**config.mk**
```make
export PLATFORM = sky130hd
export DESIGN_NAME = pry_arb_rr
export DESIGN_NICKNAME = d
export VERILOG_FILES = /design/src/rtl/pry_pkg.sv /design/src/rtl/pry2oht_tree.sv /design/src/rtl/pry_arb_rr.sv
export SDC_FILE = /design/constraint.sdc
export NUM_CORES = 1
export LEC_CHECK = 0
export ABC_CLOCK_PERIOD_IN_PS = 3830
export BUFFER_PORTS_ARGS = -buffer_cell sky130_fd_sc_hd__buf_4
export CELL_PAD_IN_SITES_DETAIL_PLACEMENT = 0
export CELL_PAD_IN_SITES_GLOBAL_PLACEMENT = 1
export CORE_ASPECT_RATIO = 1.1
export CORE_UTILIZATION = 43
export CTS_CLUSTER_SIZE = 8
export DETAILED_ROUTE_END_ITERATION = 10
export PLACE_DENSITY_LB_ADDON = 0.2
export SYNTH_ARGS = -nofsm -noshare
export SYNTH_HDL_FRONTEND = slang
export SYNTH_HIERARCHICAL = 1
export SYNTH_SLANG_ARGS = --single-unit
```
**constraint.sdc**
```tcl
create_clock -name clk -period 3.83 [get_ports clk]
set_input_delay 0.9575 -clock clk [delete_from_list [all_inputs] [get_ports clk]]
set_output_delay 0.9575 -clock clk [all_outputs]
set_load 0.05 [all_outputs]
```
**src/rtl/pry_pkg.sv**
```systemverilog
// rtl/pry_pkg.sv - shared helpers for the pry arbiter family (one-hot to index, above-pointer mask)
package pry_pkg;

  localparam int PRY_MAX_W = 256;
  localparam int PRY_IDX_W = 8;

  typedef logic [PRY_MAX_W-1:0] pry_vec_t;
  typedef logic [PRY_IDX_W-1:0] pry_idx_t;

  // OR-reduction of set-bit positions; exact for a one-hot or all-zero input.
  function automatic pry_idx_t oht2bin(input pry_vec_t oht);
    pry_idx_t b;
    b = '0;
    for (int i = 0; i < PRY_MAX_W; i++) begin
      if (oht[i]) b = b | i[PRY_IDX_W-1:0];
    end
    return b;
  endfunction

  function automatic pry_vec_t above_mask(input pry_vec_t ptr);
    return ~(ptr | (ptr - pry_vec_t'(1)));
  endfunction

endpackage

```
**src/rtl/pry2oht_tree.sv**
```systemverilog
// rtl/pry2oht_tree.sv - lowest-set-bit priority to one-hot tree, SPLIT-ary recursive
module pry2oht_tree #(
  parameter int WIDTH          = 8,
  parameter int SPLIT          = 2,
  parameter int IMPLEMENTATION = 0
) (
  input  logic [WIDTH-1:0] req,
  output logic [WIDTH-1:0] oht,
  output logic             vld
);

  generate
    if (WIDTH <= SPLIT) begin : g_leaf
      if (IMPLEMENTATION == 0) begin : g_arith
        assign oht = req & (~req + WIDTH'(1));
      end else begin : g_scan
        always_comb begin
          logic found;
          found = 1'b0;
          oht   = '0;
          for (int i = 0; i < WIDTH; i++) begin
            oht[i] = req[i] && !found;
            found  = found | req[i];
          end
        end
      end
      assign vld = |req;
    end else begin : g_node
      localparam int SUB = WIDTH / SPLIT;
      logic [SPLIT-1:0][SUB-1:0] sub_oht;
      logic [SPLIT-1:0]          sub_vld;
      logic [SPLIT-1:0]          grp;

      for (genvar g = 0; g < SPLIT; g++) begin : g_sub
        pry2oht_tree #(
          .WIDTH          (SUB),
          .SPLIT          (SPLIT),
          .IMPLEMENTATION (IMPLEMENTATION)
        ) u_sub (
          .req (req[g*SUB +: SUB]),
          .oht (sub_oht[g]),
          .vld (sub_vld[g])
        );
        assign oht[g*SUB +: SUB] = grp[g] ? sub_oht[g] : '0;
      end

      // Lowest non-empty group wins; only its leaf one-hot is passed through.
      assign grp = sub_vld & (~sub_vld + SPLIT'(1));
      assign vld = |sub_vld;
    end
  endgenerate

endmodule

```
**src/rtl/pry_arb_rr.sv**
```systemverilog
// rtl/pry_arb_rr.sv - registered round-robin arbiter with valid/ready grant output
// Optional grant lock enabled by defining PRY_ARB_LOCK_EN.
module pry_arb_rr
  import pry_pkg::*;
#(
  parameter  int WIDTH          = 8,
  parameter  int SPLIT          = 2,
  parameter  int IMPLEMENTATION = 0,
  localparam int WIDTH_LOG      = $clog2(WIDTH)
) (
  input  logic                 clk,
  input  logic                 rst_n,
  input  logic [WIDTH-1:0]     req,
`ifdef PRY_ARB_LOCK_EN
  input  logic                 lck,
`endif
  output logic [WIDTH-1:0]     gnt,
  output logic [WIDTH_LOG-1:0] idx,
  output logic                 vld,
  input  logic                 rdy
);

  logic [WIDTH-1:0]     ptr;
  logic [WIDTH-1:0]     ptr_nxt;
  logic [WIDTH-1:0]     msk;
  logic [WIDTH-1:0]     req_msk;
  logic [WIDTH-1:0]     oht_msk;
  logic [WIDTH-1:0]     oht_all;
  logic [WIDTH-1:0]     sel;
  logic [WIDTH_LOG-1:0] sel_idx;
  logic                 vld_msk;
  logic                 vld_all;
  logic                 xfer;
  logic                 arb;
  logic                 hold;

  assign xfer    = vld && rdy;
  assign arb     = !vld || xfer;
  assign ptr_nxt = xfer ? gnt : ptr;
  assign msk     = WIDTH'(above_mask(pry_vec_t'(ptr_nxt)));
  assign req_msk = req & msk;

  pry2oht_tree #(
    .WIDTH          (WIDTH),
    .SPLIT          (SPLIT),
    .IMPLEMENTATION (IMPLEMENTATION)
  ) u_tree_msk (
    .req (req_msk),
    .oht (oht_msk),
    .vld (vld_msk)
  );

  pry2oht_tree #(
    .WIDTH          (WIDTH),
    .SPLIT          (SPLIT),
    .IMPLEMENTATION (IMPLEMENTATION)
  ) u_tree_all (
    .req (req),
    .oht (oht_all),
    .vld (vld_all)
  );

  // Empty masked search means wrap-around to the lowest requester overall.
  assign sel     = vld_msk ? oht_msk : (vld_all ? oht_all : '0);
  assign sel_idx = WIDTH_LOG'(oht2bin(pry_vec_t'(sel)));

`ifdef PRY_ARB_LOCK_EN
  assign hold = xfer && lck && |(req & gnt);
`else
  assign hold = 1'b0;
`endif

  always_ff @(posedge clk or negedge rst_n) begin
    if (!rst_n) begin
      gnt <= '0;
      idx <= '0;
      vld <= 1'b0;
      ptr <= {1'b1, {(WIDTH-1){1'b0}}};
    end else begin
      if (xfer && !hold) ptr <= gnt;
      // A locked transfer re-issues the same grant, so the registers simply hold.
      if (arb && !hold) begin
        gnt <= sel;
        idx <= sel_idx;
        vld <= |req;
      end
    end
  end

endmodule

```
==> metrics.md, run 1 <==
| Metric | Value |
|---|---|
| RSZ-0062 raised after global routing | `no` |
| Outcome | `complete, no violations` |
| Fmax | `294 MHz` |
| Via density | `5.50` |
| Post-CTS sizing | `0` |
| Setup TNS Final | `0 ns` |
| Register area share after synthesis | `32.9%` |
| FF+latch area | `502 um^2` |
| Die width | `58.8 um` |
| Peak supply drop | `106 uV` |
| CTS clk-pin slew, worst paths | `0.12 ns` |
| Final slew viol count | `0` |
| Hold slack | `0.510 ns` |
| CP cell instances | `buf_4 > nand2_1 > mux2_2 > o2111a_1 > or2_1 > or2_1 > or2_1 > a22o_1 > o32a_1` |
| Largest net degree at the start of global routing | `21` |
| Area of the multi-input gates | `920 um^2` |
| Post-synthesis cell count | `163` |
| Dominant synthesized flop cell | `dfrtp_1` |
| Placed cells | `224` |
| CTS Sinks | `20` |
| Worst slew margin | `63.3%` |
| Yosys cell types | `42` |
| Static Leak | `0.852 nW` |
| Hold WC Path Type | `in2async` |
| Proportion of layout cells with a drive suffix above 1 | `28.3%` |
| Reg2Reg Setup Slack | `0.65 ns` |
| Critical path class | `in2reg` |
| Data required, critical path | `4.02 ns` |
| Cell area after synthesis | `1530 um^2` |
| Final Cycle Share | `88.8%` |
| Final Skew | `0.0107 ns` |
| Die area | `3790 um^2` |
| CP Launch Type | `input port` |
| Syn Area/Cell | `9.36 um^2` |
| EDFF count, synth | `0` |
| Commonest cells post-synth | `dfrtp_1, and2_2, and3b_1, or2_1, nor2_1` |
| Die H | `64.5 um` |
| Ant diodes | `0` |
| DRT Pass-1 Iters | `4` |
| Area leader, netlist | `dfrtp_1` |
| Critical path endpoint category | `register` |
| Initial drt markers | `62` |
| Max Root-Sink Buffers | `2` |
| Slowest-stage cell, CP | `mux2_2` |
| Critical path buffer and inverter count | `1` |
| Worst-Margin Slew | `0.550 ns` |
| Final wirelength | `3.22 mm` |
| Via count | `1254` |
| Fin area | `1740 um^2` |
| Area Growth Syn to Fin | `13.9%` |
| Final-report hold violation count | `0` |
| Detailed placer's ending HPWL | `2.64 mm` |
| Critical Path Max Stage Delay | `0.41 ns` |
| Core Area | `3360 um^2` |
| Initial Util | `45.4%` |
| Antenna violations before repair | `0` |
| Grt ovf | `0` |
| Fill cell count | `327` |
| CTS tree | `built` |
| PwrDens | `347 nW/um^2` |
| Critical-path maximum fanout | `14` |
| FP Rows | `22` |
| Max-cap violations | `0` |
| ANT nets after route | `0` |
| Tmin final | `3.40 ns` |
| GRT Overall Usage | `19.1%` |
| Most used cell, CP | `or2_1` |
| First-pass GRT wire length | `5.50 mm` |
| DR DRC count | `0` |
| Syn. warnings | `6` |
| Post-CTS Hold Fix Bufs | `0` |
| Setup Viol. Count Final | `0` |
| Gpl congestion | `0.855` |
| CP Data Arrival Time | `3.58 ns` |
| Non-Filler Instances | `228` |
| Synth async-reset ratio | `100%` |
| Nets | `192` |
| I/O Pins | `23` |
| CTS Buf Count | `3` |
| Number of global-route vias before repair | `1191` |
| Post-Place Cell Area | `1680 um^2` |
| Crit path max-delay family | `simple AND/OR/NAND/NOR gates` |
| Synthesis-stage register bit count | `20` |
| Setup bufs post-CTS | `0` |
| Clk Latency, worst-skew pair | `0.30 ns` |
| Root Driver | `clkbuf_4` |
| Top-count cell post-synth | `dfrtp_1` |
| Post-synth top area share | `31.2%` |
| Max H-tree Level | `1` |
| Synth top area cells | `dfrtp_1, and3b_1, and2_2` |
| WL/cell | `14.1 um` |
| PortBufs | `22` |
## layout make-up
type / instances / share of cell area (%)
inverters: 4 / 0.865
well taps: 48 / 3.46
multi-input cells: 127 / 53.0
repair buffers: 25 / 10.8
clock inverters: 1 / 1.73
flip-flops and latches: 20 / 28.9
clock buffers: 3 / 1.30
## final timing paths
kind	from	to	cells after the start
setup reg to reg	vld	idx[2]	9
hold / removal	rst_n	ptr[0]	1
hold reg to reg	idx[2]	idx[2]	1
min in group clk	idx[2]	idx[2]	1
max in group asynchronous	rst_n	ptr[7]	1
setup / recovery	rdy	idx[2]	9
## report_power, final
part	internal (mW)	leakage (nW)	switching [mW]
sequential	0.232	0.248	0.0167
clock	0.106	0.0279	0.0658
combinational	0.0773	0.576	0.105
## through the flow
stage | power, mW | worst slack [ns] | utilization (%)
5_1_grt | 0.639 | 0.248 | 51.7
4_1_cts | 0.608 | 0.456 | 51.7
6_report | 0.603 | 0.430 | 51.7
3_3_place_gp | 0.433 | 0.160 | 50.1
2_1_floorplan | 0.385 | 0.388 | -
3_5_place_dp | 0.435 | 0.132 | 50.1
## cells in the final DEF (no fill, tap or decap), drive strengths merged, types with 3 or more instances in the layout
master | synthesis | routed
dfrtp | 19 | 19
conb | 1 | 3
nand3 | 4 | 4
or2 | 14 | 14
buf | 12 | 25
clkbuf | 2 | 3
and3b | 16 | 16
o32a | 3 | 3
nor2b | 10 | 10
nand2 | 5 | 5
mux2 | 5 | 5
mux2i | 3 | 3
o21ai | 4 | 4
and2 | 18 | 18
inv | 4 | 4
nor2 | 11 | 11
a221oi | 3 | 3
## sequential cells by signal, indices dropped and copies added, names as in the netlist
name and cells:
idx 3, gnt 8, vld 1, ptr 8
## cells by family (layout without fill, tap and decap cells)
kind of cell / count (synthesis) / in the layout / synth area share [%]
and+or+nand+nor: 88 / 88 / 38.1
AOI/OAI and AO/OA: 28 / 28 / 15.8
DFF: 20 / 20 / 32.9
buffers and inverters: 18 / 33 / 7.30
muxes: 8 / 8 / 5.66
other: 1 / 3 / 0.246
## per-layer routing
metal | share of wire [%] | GRT usage (%) | vias up
li1 | - | - | 610
met1 | 45 | 27.2 | 605
met2 | 48 | 29.7 | 34
met3 | 6.0 | 2.59 | 5
met4 | 1.2 | 5.95 | 0
met5 | 0 | 0 | -
## worst reg2reg max path, delay by kind of cell (launching register included)
| kind | cells | cell delay (ns) |
|---|---|---|
| compound gates | 3 | 0.97 |
| buf+inv | 1 | 0.24 |
| flops | 1 | 0.55 |
| mux | 1 | 0.13 |
| simple gates | 4 | 1.17 |
No activity file was read; power rests on OpenSTA's default activity.
==> inputs of run 2 (changes only) <==
--- a/config.mk
+++ b/config.mk
@@ -10,11 +10,10 @@
 export CELL_PAD_IN_SITES_DETAIL_PLACEMENT = 0
 export CELL_PAD_IN_SITES_GLOBAL_PLACEMENT = 1
 export CORE_ASPECT_RATIO = 1.1
-export CORE_UTILIZATION = 43
+export CORE_UTILIZATION = 41
 export CTS_CLUSTER_SIZE = 8
 export DETAILED_ROUTE_END_ITERATION = 10
 export PLACE_DENSITY_LB_ADDON = 0.2
 export SYNTH_ARGS = -nofsm -noshare
 export SYNTH_HDL_FRONTEND = slang
-export SYNTH_HIERARCHICAL = 1
 export SYNTH_SLANG_ARGS = --single-unit
==> metrics.md, run 2 <==
| Metric | Value |
|---|---|
| Die area | `3310 um^2 (was 3790 um^2)` |
| Setup Viol. Count Final | `0 (unchanged)` |
| Post-synthesis cell count | `139 (was 163)` |
| Met1 WL | `1.56 mm (was 1.45 mm)` |
| Beginning of the critical path | `req[1] (was rdy)` |
| CTS clk-pin slew, worst paths | `0.13 ns (was 0.12 ns)` |
| Hold WC Path Type | `in2async (unchanged)` |
| Syn. warnings | `0 (was 6)` |
| Synthesis-stage register bit count | `20 (unchanged)` |
| Synth top area cells | `dfrtp_1, nand2_1, nor2_1 (was dfrtp_1, and3b_1, and2_2)` |
| Gpl congestion | `0.815 (was 0.855)` |
| End point of the critical path | `idx[1] (was idx[2])` |
| Max Root-Sink Buffers | `2 (unchanged)` |
| Top-count cell post-synth | `nand2_1 (was dfrtp_1)` |
| Detailed placer's ending HPWL | `2.39 mm (was 2.64 mm)` |
| Cell area after synthesis | `1260 um^2 (was 1530 um^2)` |
| Critical path class | `in2reg (unchanged)` |
| Setup bufs post-CTS | `0 (unchanged)` |
| Root Driver | `clkbuf_4 (unchanged)` |
| DRT Pass-1 Iters | `4 (unchanged)` |
| Static Leak | `0.643 nW (was 0.852 nW)` |
| Worst R2R Start | `vld (unchanged)` |
| Critical-path maximum fanout | `7 (was 14)` |
| Die width | `55.0 um (was 58.8 um)` |
| Final Cycle Share | `68.1% (was 88.8%)` |
| CTS tree | `built (unchanged)` |
| Post-CTS Hold Fix Bufs | `0 (unchanged)` |
| Reg2reg end | `idx[1] (was idx[2])` |
| FP Rows | `20 (was 22)` |
| WL/cell | `16.9 um (was 14.1 um)` |
| CTS Buf Count | `3 (unchanged)` |
| Metal3 WL | `101 um (was 194 um)` |
| Initial drt markers | `53 (was 62)` |
| CTS Sinks | `20 (unchanged)` |
| PwrDens | `617 nW/um^2 (was 347 nW/um^2)` |
| Metal2 WL | `1.55 mm (was 1.54 mm)` |
| Proportion of layout cells with a drive suffix above 1 | `25.8% (was 28.3%)` |
| Critical path endpoint category | `register (unchanged)` |
| Via density | `6.00 (was 5.50)` |
| Yosys cell types | `49 (was 42)` |
| Final-report hold violation count | `0 (unchanged)` |
| Max-cap violations | `0 (unchanged)` |
| Commonest non-fill, non-tap cell in the layout | `nand2_1 (was buf_4)` |
| EDFF count, synth | `0 (unchanged)` |
| Max H-tree Level | `1 (unchanged)` |
| Nets | `171 (was 192)` |
| Area Growth Syn to Fin | `15.5% (was 13.9%)` |
| GRT Overall Usage | `23.2% (was 19.1%)` |
| Post-synth top area share | `37.6% (was 31.2%)` |
| Peak supply drop | `322 uV (was 106 uV)` |
| Dominant synthesized flop cell | `dfrtp_1 (unchanged)` |
| Synth async-reset ratio | `100% (unchanged)` |
| Highest routed layer | `met4 (unchanged)` |
| Initial Util | `44.3% (was 45.4%)` |
| Final slew viol count | `0 (unchanged)` |
| Largest net degree at the start of global routing | `21 (unchanged)` |
| R2R cell count | `6 (was 9)` |
| Post-CTS sizing | `0 (unchanged)` |
| First-pass GRT wire length | `5.43 mm (was 5.50 mm)` |
| Biggest regs | `gnt x8, ptr x8, idx x3 (unchanged)` |
| Reg2Reg Setup Slack | `1.37 ns (was 0.65 ns)` |
| RSZ-0062 raised after global routing | `no (unchanged)` |
| Worst-Margin Slew | `0.739 ns (was 0.550 ns)` |
| Worst slew margin | `50.6% (was 63.3%)` |
| Area leader, netlist | `dfrtp_1 (unchanged)` |
| Tmin final | `2.61 ns (was 3.40 ns)` |
| Grt ovf | `0 (unchanged)` |
| CP Data Arrival Time | `2.84 ns (was 3.58 ns)` |
| Outcome | `complete, no violations (unchanged)` |
| Final core occ | `51.2% (was 51.7%)` |
| Core Area | `2850 um^2 (was 3360 um^2)` |
| Syn Area/Cell | `9.10 um^2 (was 9.36 um^2)` |
| Number of global-route vias before repair | `1076 (was 1191)` |
| Die H | `60.3 um (was 64.5 um)` |
| Final Skew | `0.00613 ns (was 0.0107 ns)` |
| CP Launch Type | `input port (unchanged)` |
| Final wirelength | `3.24 mm (was 3.22 mm)` |
| Ant diodes | `0 (unchanged)` |
| Syn Nets | `150` |
| DR DRC count | `0 (unchanged)` |
| Via count | `1152 (was 1254)` |
| Fmax | `383 MHz (was 294 MHz)` |
| I/O Pins | `23 (unchanged)` |
| Most frequent cells in the layout | `nand2_1, buf_4, dfrtp_1 (was buf_4, dfrtp_1, and2_2, and3b_1, or2_1)` |
| Setup TNS Final | `0 ns (unchanged)` |
| Data required, critical path | `4.07 ns (was 4.02 ns)` |
| Commonest cells post-synth | `nand2_1, dfrtp_1, nor2_1, nor3_1 (was dfrtp_1, and2_2, and3b_1, or2_1, nor2_1)` |
| Antenna violations before repair | `0 (unchanged)` |
| Register area share after synthesis | `39.7% (was 32.9%)` |
| Clk Latency, worst-skew pair | `0.31 ns (was 0.30 ns)` |
| PortBufs | `22 (unchanged)` |
| ANT nets after route | `0 (unchanged)` |
run 2: critical path, stage by stage:
cell and delay (ns):
buf_4 0.13, or4_1 0.58, nor3_1 0.30, nand3_1 0.14, a311oi_2 0.37, o21ba_4 0.21, a31oi_2 0.15
run 2: kinds of logic after synthesis:
kind of cell           Yosys count  synth area share (%)
multiplexers                     2                  1.78
buffers and inverters           12                  5.44
flip-flops                      20                  39.7
AND/OR/NAND/NOR                 67                  28.3
AO/OA/AOI/OAI                   38                  24.8
run 2: report_power, final:
part	internal, mW	switching (mW)	total (mW)
combinational	0.161	0.291	0.452
clock	0.0580	0.0726	0.131
sequential	0.265	0.0540	0.319
total	0.484	0.418	0.902
run 2: metal layers:
| layer | vias up | global-route usage [%] |
|---|---|---|
| li1 | 553 | - |
| met1 | 569 | 34.0 |
| met2 | 26 | 34.9 |
| met3 | 4 | 3.31 |
| met4 | 0 | 6.43 |
| met5 | - | 0 |
run 2: worst min path at each step:
stage / start / end / slack (ns) / cells after the start
finish: rst_n / gnt[4] / 0.50 / 1
global route: rst_n / gnt[4] / 0.52 / 1
CTS: rst_n / gnt[4] / 0.51 / 1
detailed placement: ptr[3] / ptr[3] / 0.50 / 2
global placement: ptr[3] / ptr[3] / 0.48 / 2
floorplan: ptr[3] / ptr[3] / 0.46 / 2
run 2: area by class of cell:
type                    instances  area (um^2)
multi-input cells             107          694
well taps                      33         41.3
clock buffers                   4         36.3
inverters                       6         22.5
flip-flops and latches         20          502
repair buffers                 22          165
fillers                       289         1390
run 2: per-stage QoR:
| step | setup WS (ns) | area [um^2] | instances | hold slack [ns] | power [mW] |
|---|---|---|---|---|---|
| CTS | 1.22 | 1460 | 192 | 0.513 | 0.904 |
| detailed placement | 0.909 | 1430 | 188 | 0.498 | 0.775 |
| global placement | 0.977 | 1430 | 188 | 0.479 | 0.767 |
| global route | 1.12 | 1460 | 192 | 0.517 | 0.956 |
| finish | 1.22 | 1460 | 192 | 0.504 | 0.902 |
| floorplan | 1.19 | 1260 | 139 | 0.462 | 0.644 |
==> inputs of run 3 (changes only) <==
--- a/config.mk
+++ b/config.mk
@@ -5,12 +5,13 @@
 export SDC_FILE = /design/constraint.sdc
 export NUM_CORES = 1
 export LEC_CHECK = 0
-export ABC_CLOCK_PERIOD_IN_PS = 3830
+export ABC_AREA = 1
+export ABC_CLOCK_PERIOD_IN_PS = 2500
 export BUFFER_PORTS_ARGS = -buffer_cell sky130_fd_sc_hd__buf_4
 export CELL_PAD_IN_SITES_DETAIL_PLACEMENT = 0
 export CELL_PAD_IN_SITES_GLOBAL_PLACEMENT = 1
 export CORE_ASPECT_RATIO = 1.1
-export CORE_UTILIZATION = 41
+export CORE_UTILIZATION = 40
 export CTS_CLUSTER_SIZE = 8
 export DETAILED_ROUTE_END_ITERATION = 10
 export PLACE_DENSITY_LB_ADDON = 0.2
==> constraint.sdc (replaced) <==
create_clock -name clk -period 2.5 [get_ports clk]
set_input_delay 0.625 -clock clk [delete_from_list [all_inputs] [get_ports clk]]
set_output_delay 0.625 -clock clk [all_outputs]
set_load 0.05 [all_outputs]
==> metrics.md, run 3 <==
| Metric | Value |
|---|---|
| Final core occ | `50.5% (was 51.2%)` |
| Worst slew margin | `71.6% (was 50.6%)` |
| Static Leak | `0.819 nW (was 0.643 nW)` |
| Die H | `62.7 um (was 60.3 um)` |
| Die width | `57.2 um (was 55.0 um)` |
| Via density | `5.24 (was 6.00)` |
| CTS tree | `built (unchanged)` |
| Sequential Power Share | `38.4% (was 35.4%)` |
| Area leader, netlist | `dfrtp_1 (unchanged)` |
| Final wirelength | `3.30 mm (was 3.24 mm)` |
| Grt ovf | `0 (unchanged)` |
| Data required, critical path | `2.73 ns (was 4.07 ns)` |
| Proportion of layout cells with a drive suffix above 1 | `31.3% (was 25.8%)` |
| CTS Sinks | `20 (unchanged)` |
| Fill cell count | `307 (was 289)` |
| Placed cells | `231 (was 188)` |
| Syn Nets | `187 (was 150)` |
| Cell area after synthesis | `1340 um^2 (was 1260 um^2)` |
| Setup Viol. Count Final | `0 (unchanged)` |
| GRT Overall Usage | `20.6% (was 23.2%)` |
| Critical-path maximum fanout | `14 (was 7)` |
| Root Driver | `clkbuf_4 (unchanged)` |
| Gpl congestion | `0.878 (was 0.815)` |
| Setup bufs post-CTS | `0 (unchanged)` |
| Max Root-Sink Buffers | `2 (unchanged)` |
| Final-report hold violation count | `0 (unchanged)` |
| Most frequent cells in the layout | `nand2_1, buf_4, nor2_1 (was nand2_1, buf_4, dfrtp_1)` |
| Dominant synthesized flop cell | `dfrtp_1 (unchanged)` |
| PwrDens | `658 nW/um^2 (was 617 nW/um^2)` |
| Tmin final | `1.99 ns` |
| Register area share after synthesis | `37.4% (was 39.7%)` |
| RSZ-0062 raised after global routing | `no (unchanged)` |
| Largest net degree at the start of global routing | `21 (unchanged)` |
| Setup TNS Final | `0 ns (unchanged)` |
| Post-CTS sizing | `0 (unchanged)` |
| Clk Latency, worst-skew pair | `0.30 ns (was 0.31 ns)` |
| Yosys cell types | `26 (was 49)` |
| Syn. warnings | `0 (unchanged)` |
| Biggest regs | `gnt x8, ptr x8, idx x3 (unchanged)` |
| Post-synth top area share | `35.4% (was 37.6%)` |
| Top-count cell post-synth | `nand2_1 (unchanged)` |
| Antenna violations before repair | `0 (unchanged)` |
| EDFF count, synth | `0 (unchanged)` |
| Synth async-reset ratio | `100% (unchanged)` |
| Outcome | `finished, violations left (was complete, no violations)` |
| Ant diodes | `0 (unchanged)` |
| First-pass GRT wire length | `5.82 mm (was 5.43 mm)` |
| DR DRC count | `4 (was 0)` |
| Synth top area cells | `dfrtp_1, nand2_1, nor2_1 (unchanged)` |
| Critical path endpoint category | `register (unchanged)` |
| WL/cell | `14.0 um (was 16.9 um)` |
| Worst-Margin Slew | `0.426 ns (was 0.739 ns)` |
| Post-CTS Hold Fix Bufs | `0 (unchanged)` |
| PortBufs | `22 (unchanged)` |
| Final Skew | `0.00542 ns (was 0.00613 ns)` |
| CTS clk-pin slew, worst paths | `0.12 ns (was 0.13 ns)` |
| Critical path class | `reg2reg (was in2reg)` |
| Max-cap violations | `0 (unchanged)` |
| Comb pwr share | `42.8% (was 50.1%)` |
| DRT Pass-1 Iters | `7 (was 4)` |
| Detailed placer's ending HPWL | `2.60 mm (was 2.39 mm)` |
| Final slew viol count | `0 (unchanged)` |
| Final Cycle Share | `79.7%` |
| Number of global-route vias before repair | `1261 (was 1076)` |
| CP Launch Type | `register (was input port)` |
| Commonest non-fill, non-tap cell in the layout | `nand2_1 (unchanged)` |
| Non-Filler Instances | `235 (was 192)` |
| Synthesis-stage register bit count | `20 (unchanged)` |
| Area Growth Syn to Fin | `17.6% (was 15.5%)` |
| I/O Pins | `23 (unchanged)` |
| Max H-tree Level | `1 (unchanged)` |
| Nets | `213 (was 171)` |
| Initial Util | `42.9% (was 44.3%)` |
| Violated checks | `design-rule violations` |
| Hold WC Path Type | `in2async (unchanged)` |
| Peak supply drop | `321 uV (was 322 uV)` |
| Die area | `3590 um^2 (was 3310 um^2)` |
| Clk pwr share | `18.8% (was 14.5%)` |
| Fmax | `502 MHz` |
| Via count | `1231 (was 1152)` |
| Initial drt markers | `78 (was 53)` |
| CP Data Arrival Time | `2.23 ns (was 2.84 ns)` |
| Core Area | `3130 um^2 (was 2850 um^2)` |
| Syn Area/Cell | `7.62 um^2 (was 9.10 um^2)` |
| CTS Buf Count | `3 (unchanged)` |
| Commonest cells post-synth | `nand2_1, nor2_1, inv_1, dfrtp_1, nand3_1 (was nand2_1, dfrtp_1, nor2_1, nor3_1)` |
| Net Sw Power | `442 uW (was 418 uW)` |
| Sw frac | `42.6% (was 46.3%)` |
| Post-synthesis cell count | `176 (was 139)` |
| ANT nets after route | `0 (unchanged)` |
| FP Rows | `21 (was 20)` |
| Int Power | `596 uW (was 484 uW)` |
## run 3: changes by cell type after synthesis, moves of 5 or more
cell	previous run	this run
nand2_2	0	13
nand3_2	0	6
nor2_1	12	24
nand2_4	1	6
nand3_1	3	17
nand2_1	23	33
inv_1	6	23
## run 3: metal layers
layer	routed length, um	global-route usage [%]
met5	0	0
met2	1620	33.5
met4	0	5.79
met1	1530	29.0
met3	148	2.07
## run 3: kinds of logic (layout without fill, tap and decap cells)
group                  Yosys count  after routing  share of synthesized area [%]
flip-flops                      20             20                           37.4
AND/OR/NAND/NOR                113            113                           46.5
AO/OA/AOI/OAI                   15             15                           7.18
buffers and inverters           28             53                           8.95
## run 3: path summary, 6_finish.rpt
| kind | startpoint | endpoint | slack, ns | depth (start not counted) |
|---|---|---|---|---|
| worst max-delay path | vld | idx[2] | 0.51 | 12 |
| worst min-delay path | rst_n | ptr[2] | 0.18 | 1 |
| worst max register to register | vld | idx[2] | 0.51 | 12 |
| worst min register to register | ptr[7] | ptr[7] | 0.49 | 2 |
| max in group asynchronous | rst_n | ptr[7] | 2.05 | 1 |
| min in group clk | ptr[7] | ptr[7] | 0.49 | 2 |
## run 3: area by class of cell
class                           count  area (um^2)  share of cell area (%)
Sequential cell                    20          502                    31.8
Tap cell                           34         42.5                    2.70
Inverter                           24         90.1                    5.71
Multi-Input combinational cell    128          719                    45.6
Clock buffer                        4         36.3                    2.30
Timing Repair Buffer               25          188                    11.9
## run 3: critical path, stage by stage, from the launching register on
cell     delay (ns)
dfrtp_1        0.40
nand2_2        0.22
nand2_1        0.15
nand2_2        0.11
nor2_2         0.18
nand3_2        0.12
nand2_2        0.11
nand2_4        0.08
nor2_8         0.16
nand3_2        0.07
nand2_1        0.14
nor2_1         0.07
a21oi_1        0.12
## run 3: power groups by stage
stage	sequential, mW	clock, mW	combinational [mW]
after floorplan	0.503	0	0.226
after global placement	0.402	0	0.440
after detailed placement	0.406	0	0.444
after CTS	0.399	0.200	0.446
after global routing	0.406	0.215	0.484
final	0.399	0.195	0.444
## run 3: stage by stage
| step | hold WS [ns] | cell area (um^2) | power (mW) | setup slack (ns) |
|---|---|---|---|---|
| 6_report | 0.176 | 1580 | 1.04 | 0.509 |
| 5_1_grt | 0.178 | 1580 | 1.11 | 0.251 |
| 4_1_cts | 0.179 | 1580 | 1.05 | 0.479 |
| 3_5_place_dp | 0.476 | 1540 | 0.850 | 0.197 |
| 3_3_place_gp | 0.468 | 1540 | 0.842 | 0.250 |
| 2_1_floorplan | 0.329 | 1340 | 0.729 | 0.500 |
